File: config.mk
export PLATFORM = sky130hd
export DESIGN_NAME = gb80_bus_ctrl
export DESIGN_NICKNAME = d
export VERILOG_FILES = /design/src/rtl/gb80_bus_ctrl_pkg.sv /design/src/rtl/bus_wait_counter.sv /design/src/rtl/gb80_bus_ctrl.sv
export SDC_FILE = /design/constraint.sdc
export NUM_CORES = 1
export LEC_CHECK = 0
export ABC_AREA = 1
export BUFFER_PORTS_ARGS = -buffer_cell sky130_fd_sc_hd__buf_2
export CAP_MARGIN = 20
export CORE_AREA = 2 2 84 86
export DETAILED_ROUTE_END_ITERATION = 10
export DIE_AREA = 0 0 86 88
export PLACE_DENSITY = 0.94
export SLEW_MARGIN = 10
export SYNTH_ARGS = -nofsm -noshare
export SYNTH_HDL_FRONTEND = slang
export SYNTH_SLANG_ARGS = --single-unit
File: constraint.sdc
create_clock -name i_clk -period 2.6 [get_ports i_clk]
set_input_delay 0.52 -clock i_clk [delete_from_list [all_inputs] [get_ports i_clk]]
set_output_delay 0.52 -clock i_clk [all_outputs]
set_load 0.02 [all_outputs]
File: src/rtl/gb80_bus_ctrl_pkg.sv
// Shared state type and widths for the GB80 memory bus controller.
// The optional timeout (GB80_BUS_TIMEOUT_EN) is disabled unless the build defines it.
package gb80_bus_ctrl_pkg;

  localparam int unsigned GB80_ADDR_W = 16;
  localparam int unsigned GB80_WAIT_W = 4;
  localparam int unsigned GB80_TMO_W  = 16;

  typedef enum logic [1:0] {
    ST_IDLE   = 2'd0,
    ST_ADDR   = 2'd1,
    ST_STROBE = 2'd2,
    ST_DONE   = 2'd3
  } bus_state_e;

  // Byte address inside a little-endian access; wraps modulo 2^16.
  function automatic logic [GB80_ADDR_W-1:0] byte_addr(input logic [GB80_ADDR_W-1:0] base,
                                                        input logic                   idx);
    return base + {{(GB80_ADDR_W-1){1'b0}}, idx};
  endfunction

endpackage

File: src/rtl/bus_wait_counter.sv
// Loadable down-counter with a zero flag; saturates at zero.
// Used for strobe wait states and, optionally, the bus timeout.
module bus_wait_counter #(
  parameter int unsigned WIDTH = 4
) (
  input  logic             clk_i,
  input  logic             rst_ni,
  input  logic             load_i,
  input  logic [WIDTH-1:0] load_val_i,
  input  logic             dec_i,
  output logic [WIDTH-1:0] count_o,
  output logic             zero_o
);

  logic [WIDTH-1:0] count_q, count_d;

  always_comb begin
    count_d = count_q;
    if (load_i) begin
      count_d = load_val_i;
    end else if (dec_i && (count_q != '0)) begin
      count_d = count_q - WIDTH'(1);
    end
  end

  always_ff @(posedge clk_i) begin
    if (!rst_ni) begin
      count_q <= '0;
    end else begin
      count_q <= count_d;
    end
  end

  assign count_o = count_q;
  assign zero_o  = (count_q == '0);

endmodule

File: src/rtl/gb80_bus_ctrl.sv
// GB80 memory bus controller: byte / little-endian word accesses with wait states.
// Define GB80_BUS_TIMEOUT_EN to build the extra-wait timeout (o_err); otherwise waits are unbounded.
module gb80_bus_ctrl
  import gb80_bus_ctrl_pkg::*;
#(
  parameter int unsigned WAIT_CYCLES    = 0,
  parameter int unsigned TIMEOUT_CYCLES = 255
) (
  input  logic        i_clk,
  input  logic        i_reset,
  input  logic        i_req,
  input  logic        i_we,
  input  logic        i_word,
  input  logic [15:0] i_addr,
  input  logic [15:0] i_wdata,
  output logic        o_ready,
  output logic        o_done,
  output logic [15:0] o_rdata,
  output logic        o_err,
  output logic [15:0] o_mem_addr,
  output logic        o_mem_rd,
  output logic        o_mem_wr,
  output logic [7:0]  o_mem_wdata,
  input  logic [7:0]  i_mem_rdata,
  input  logic        i_mem_wait
);

  bus_state_e state_q, state_d;

  logic [GB80_ADDR_W-1:0] addr_q, mem_addr_q;
  logic [15:0]            rdata_q;
  logic [7:0]             wdata_hi_q, mem_wdata_q, b0_q;
  logic                   we_q, word_q, idx_q, err_q;
  logic                   wait_zero, phase_done, timeout, last_phase;
  logic [GB80_WAIT_W-1:0] wait_cnt_unused;

  bus_wait_counter #(
    .WIDTH (GB80_WAIT_W)
  ) u_wait_cnt (
    .clk_i      (i_clk),
    .rst_ni     (i_reset),
    .load_i     (state_q == ST_ADDR),
    .load_val_i (GB80_WAIT_W'(WAIT_CYCLES)),
    .dec_i      (state_q == ST_STROBE),
    .count_o    (wait_cnt_unused),
    .zero_o     (wait_zero)
  );

`ifdef GB80_BUS_TIMEOUT_EN
  logic [GB80_TMO_W-1:0] tmo_cnt;
  logic                  tmo_zero_unused, stall;

  assign stall = (state_q == ST_STROBE) && wait_zero && i_mem_wait;

  bus_wait_counter #(
    .WIDTH (GB80_TMO_W)
  ) u_tmo_cnt (
    .clk_i      (i_clk),
    .rst_ni     (i_reset),
    .load_i     (state_q == ST_ADDR),
    .load_val_i (GB80_TMO_W'(TIMEOUT_CYCLES)),
    .dec_i      (stall),
    .count_o    (tmo_cnt),
    .zero_o     (tmo_zero_unused)
  );

  // Counting down from the limit: the stall seen at count 1 is the limit-th one and aborts.
  assign timeout = stall && (tmo_cnt <= GB80_TMO_W'(1));
`else
  logic [GB80_TMO_W-1:0] tmo_unused;
  assign tmo_unused = GB80_TMO_W'(TIMEOUT_CYCLES);
  assign timeout    = 1'b0;
`endif

  assign phase_done = (state_q == ST_STROBE) && wait_zero && !i_mem_wait;
  assign last_phase = !word_q || idx_q;

  always_ff @(posedge i_clk) begin
    if (!i_reset) begin
      state_q <= ST_IDLE;
    end else begin
      state_q <= state_d;
    end
  end

  always_comb begin
    state_d = state_q;
    unique case (state_q)
      ST_IDLE:   if (i_req) state_d = ST_ADDR;
      ST_ADDR:   state_d = ST_STROBE;
      ST_STROBE: begin
        if (timeout) begin
          state_d = ST_DONE;
        end else if (phase_done) begin
          state_d = last_phase ? ST_DONE : ST_ADDR;
        end
      end
      ST_DONE:   state_d = ST_IDLE;
      default:   state_d = ST_IDLE;
    endcase
  end

  always_comb begin
    o_ready     = (state_q == ST_IDLE);
    o_done      = (state_q == ST_DONE);
    o_err       = (state_q == ST_DONE) && err_q;
    o_mem_rd    = (state_q == ST_STROBE) && !we_q;
    o_mem_wr    = (state_q == ST_STROBE) && we_q;
    o_mem_addr  = mem_addr_q;
    o_mem_wdata = mem_wdata_q;
    o_rdata     = rdata_q;
  end

  // Bus address/data are registered when ADDR is entered so they hold outside ADDR/STROBE.
  always_ff @(posedge i_clk) begin
    if (!i_reset) begin
      addr_q      <= '0;
      wdata_hi_q  <= '0;
      we_q        <= 1'b0;
      word_q      <= 1'b0;
      idx_q       <= 1'b0;
      err_q       <= 1'b0;
      b0_q        <= '0;
      rdata_q     <= '0;
      mem_addr_q  <= '0;
      mem_wdata_q <= '0;
    end else begin
      if ((state_q == ST_IDLE) && i_req) begin
        addr_q      <= i_addr;
        wdata_hi_q  <= i_wdata[15:8];
        we_q        <= i_we;
        word_q      <= i_word;
        idx_q       <= 1'b0;
        err_q       <= 1'b0;
        mem_addr_q  <= i_addr;
        mem_wdata_q <= i_wdata[7:0];
      end else if (timeout) begin
        err_q   <= 1'b1;
        rdata_q <= '0;
      end else if (phase_done) begin
        if (!last_phase) begin
          idx_q       <= 1'b1;
          mem_addr_q  <= byte_addr(addr_q, 1'b1);
          mem_wdata_q <= wdata_hi_q;
          if (!we_q) b0_q <= i_mem_rdata;
        end else if (!we_q) begin
          rdata_q <= word_q ? {i_mem_rdata, b0_q} : {8'h00, i_mem_rdata};
        end
      end
    end
  end

endmodule

==> impl_metrics.tcl <==
set metrics [dict create \
    status "finished clean" \
    fin_cells 714 \
    post_cts_resized 0 \
    finalCriticalPeriod_ns 1.742 \
    cp-endpoint "o_mem_wdata[6]" \
    muxShareOfSynthArea 0 \
    grt_pass1_vias 3419 \
    wl_per_cell_um 12.43 \
    max_freq_mhz 574.2 \
    yosys_register_bits 81 \
    die_w_um 86 \
    fin_tns_setup_ns 0 \
    postSynthAreaPerCell_um2 6.932 \
    r2r_setup_slack_ns 0.86 \
    portBuffers 89 \
    grt_pass1_wl_um 14370 \
    synth-simple-area-share 0.3057 \
    ioPinCount 91 \
    nets 677 \
    tightest_slew_ns 0.5712 \
    final-seq-area_mm2 0.001622 \
    die_h_um 88 \
    critPathMaxFanout 29 \
    synthAdderAreaFrac 0.006588 \
    slew_violations 0 \
    htree_levels 3 \
    netlist_area_mm2 0.003799 \
    synth_compound_gate_area_share 0.1502 \
    cts-root-buf "clkbuf_8" \
    slew_headroom 0.6180 \
    power_density_mw_per_mm2 718.9 \
    critPathLaunchType "register" \
    hp-class "in2reg" \
    cts_setup_buffers 0 \
    setup_viol_count_final 0 \
    ant_nets 0 \
    power_uw 3163 \
    overflow 0 \
    vias_per_cell 5.153 \
    critPathKind "reg2reg" \
    r2r-end "o_mem_wdata[6]" \
    endpoint_kind "register" \
    synth_top_family_by_area "simple AND/OR/NAND/NOR gates" \
    dp_hpwl_um 6395 \
    layout-drive-gt1-share 0.2145 \
    ys_types 34 \
    first_pass_iters 7 \
    synthXorXnorAreaFrac 0.002306 \
    ir_worst_vdd_uv 406.6 \
    yosys_warnings 0 \
    cts_sinks 81 \
    multi_input_area_mm2 0.001769 \
    gp_congestion 0.8363 \
    ctsHoldBuffers 0 \
    n_antenna_cell 0 \
    placed_cells 698 \
    area_growth_pct 15.81 \
    worstPathRequired_ns 2.87 \
    die_area_mm2 0.007568 \
    r2r_cells 9 \
    r2r_start "u_wait_cnt.count_o[1]" \
    rows 30 \
    cts_tree "built" \
    synthesis.nets 596 \
    synth_cells 548 \
    clock_path_buffers 2 \
    finalClockSkew_ns 0.008639 \
    grt_max_degree 30 \
    clock_latency_ns 0.37 \
    cts.clk_slew.worst_paths_ns 0.09 \
    final_hold_viol_count 0 \
    wl_um 8876 \
    drtIter0Drc 172 \
    remaining_drc_errors 0 \
    critPathArrivalTime_ns 2.01 \
    coreArea_mm2 0.006644 \
    drv_cap 0 \
    rsz0062_at_grt "no" \
    fillers 568 \
    gr-usage-all-layers 0.2376 \
    seq_area_frac_synth 0.4269 \
    p_leak_uw 0.002184 \
    period_share 0.6699 \
    numCtsBuffers 9 \
    antenna_found_initial 0 \
    cp-startpoint "u_wait_cnt.count_o[1]" \
    initial_utilization 0.5718 \
    vias 3679 \
]
## synthesized netlist by cell type
| cell | n | area [um^2] |
|---|---|---|
| a21oi_1 | 40 | 200.2 |
| buf_1 | 2 | 7.510 |
| nand3_4 | 1 | 17.52 |
| nand3_1 | 17 | 85.08 |
| nor2_4 | 2 | 22.52 |
| nand4_1 | 2 | 12.51 |
| nand3b_1 | 1 | 7.510 |
| nor2_2 | 11 | 68.82 |
| nand3_2 | 1 | 10.01 |
| nand2_2 | 4 | 25.02 |
| buf_2 | 4 | 20.02 |
| nand2_4 | 2 | 22.52 |
| o21a_1 | 1 | 7.510 |
| o22ai_1 | 4 | 25.02 |
| nor3_1 | 1 | 5.000 |
| dfxtp_1 | 81 | 1622 |
| buf_6 | 4 | 45.04 |
| nand2_1 | 127 | 476.7 |
| ha_1 | 2 | 25.02 |
| inv_2 | 1 | 3.750 |
| buf_12 | 2 | 40.04 |
| nor3_4 | 1 | 16.27 |
| nor2_1 | 99 | 371.6 |
| buf_4 | 4 | 30.03 |
| o21ai_1 | 12 | 60.06 |
| o211ai_1 | 1 | 7.510 |
| clkbuf_1 | 7 | 26.28 |
| inv_1 | 54 | 202.7 |
| conb_1 | 1 | 3.750 |
| nor2_8 | 1 | 20.02 |
| o21ai_0 | 54 | 270.3 |
| xnor2_1 | 1 | 8.760 |
| inv_6 | 2 | 17.52 |
| buf_8 | 1 | 15.01 |
## critical path, stage by stage, from the launching register on
cell	delay [ns]
dfxtp_1	0.32
inv_1	0.08
ha_1	0.17
nand3_1	0.10
inv_1	0.13
nand3_4	0.19
nand2_4	0.32
inv_6	0.12
nor2_2	0.13
nor2_1	0.06
## logic make-up (layout without fill, tap and decap cells)
kind of cell / count (synthesis) / after routing
AO/OA/AOI/OAI: 112 / 112
adder cells (fa/ha/maj): 2 / 2
XOR/XNOR: 1 / 1
flip-flops: 81 / 81
buffers and inverters: 81 / 167
AND/OR/NAND/NOR: 270 / 270
other: 1 / 1
## flip-flops by register name, summed over array words and instances (netlist names)
name,flops
addr_q,16
b0_q,8
idx_q,1
o_mem_addr,16
o_mem_wdata,8
o_rdata,16
state_q,2
u_wait_cnt.count_o,4
wdata_hi_q,8
we_q,1
word_q,1
## power breakdown
group          switching [uW]  total (uW)  internal, uW
registers                77.0        1450          1370
logic                     529         778           249
clock network             485         936           451
total                    1090        3160          2070
## layout make-up
type                       instances  area share
inverter                          57     0.05091
clock buffer                       9     0.02816
multi-input combinational        386      0.4022
tap                               80     0.02275
timing repair buffer              94      0.1098
sequential                        81      0.3686
clock inverter                     7     0.01763
## layer usage
layer / vias to the layer above / wire length [um] / GRT usage
li1: 1889 / - / -
met1: 1619 / 3746 / 0.2752
met2: 146 / 4342 / 0.4193
met3: 25 / 550 / 0.04053
met4: 0 / 236 / 0.1270
met5: - / 0 / 0
## per-stage QoR
step | setup slack, ns | util | hold WS [ns] | instance area (um^2)
after floorplan | 1.144 | - | 0.4524 | 3799
after global placement | 0.8045 | 0.6318 | 0.4580 | 4198
after detailed placement | 0.7339 | 0.6318 | 0.4636 | 4198
after CTS | 0.8816 | 0.6621 | 0.3862 | 4399
after global routing | 0.7260 | 0.6621 | 0.4038 | 4399
final | 0.8583 | 0.6621 | 0.3958 | 4399
## cells in the final DEF, fill, tap and decap left out, drive strengths merged, types with 2 or more instances in the layout
| cell type | n |
|---|---|
| a21oi | 40 |
| buf | 94 |
| clkbuf | 9 |
| clkinv | 3 |
| dfxtp | 81 |
| ha | 2 |
| inv | 59 |
| nand2 | 133 |
| nand3 | 19 |
| nand4 | 2 |
| nor2 | 113 |
| nor3 | 2 |
| o21ai | 66 |
| o22ai | 4 |
## how the worst min path moves through the flow
stage | start | slack (ns) | to | cells past startpoint
after CTS | i_wdata[14] | 0.39 | wdata_hi_q[6] | 3
after global routing | i_wdata[9] | 0.40 | wdata_hi_q[1] | 3
after detailed placement | wdata_hi_q[1] | 0.46 | wdata_hi_q[1] | 2
final | i_wdata[14] | 0.40 | wdata_hi_q[6] | 3
after global placement | o_rdata[1] | 0.46 | o_rdata[1] | 2
after floorplan | wdata_hi_q[0] | 0.45 | wdata_hi_q[0] | 2
No activity file was read; power rests on OpenSTA's default activity.
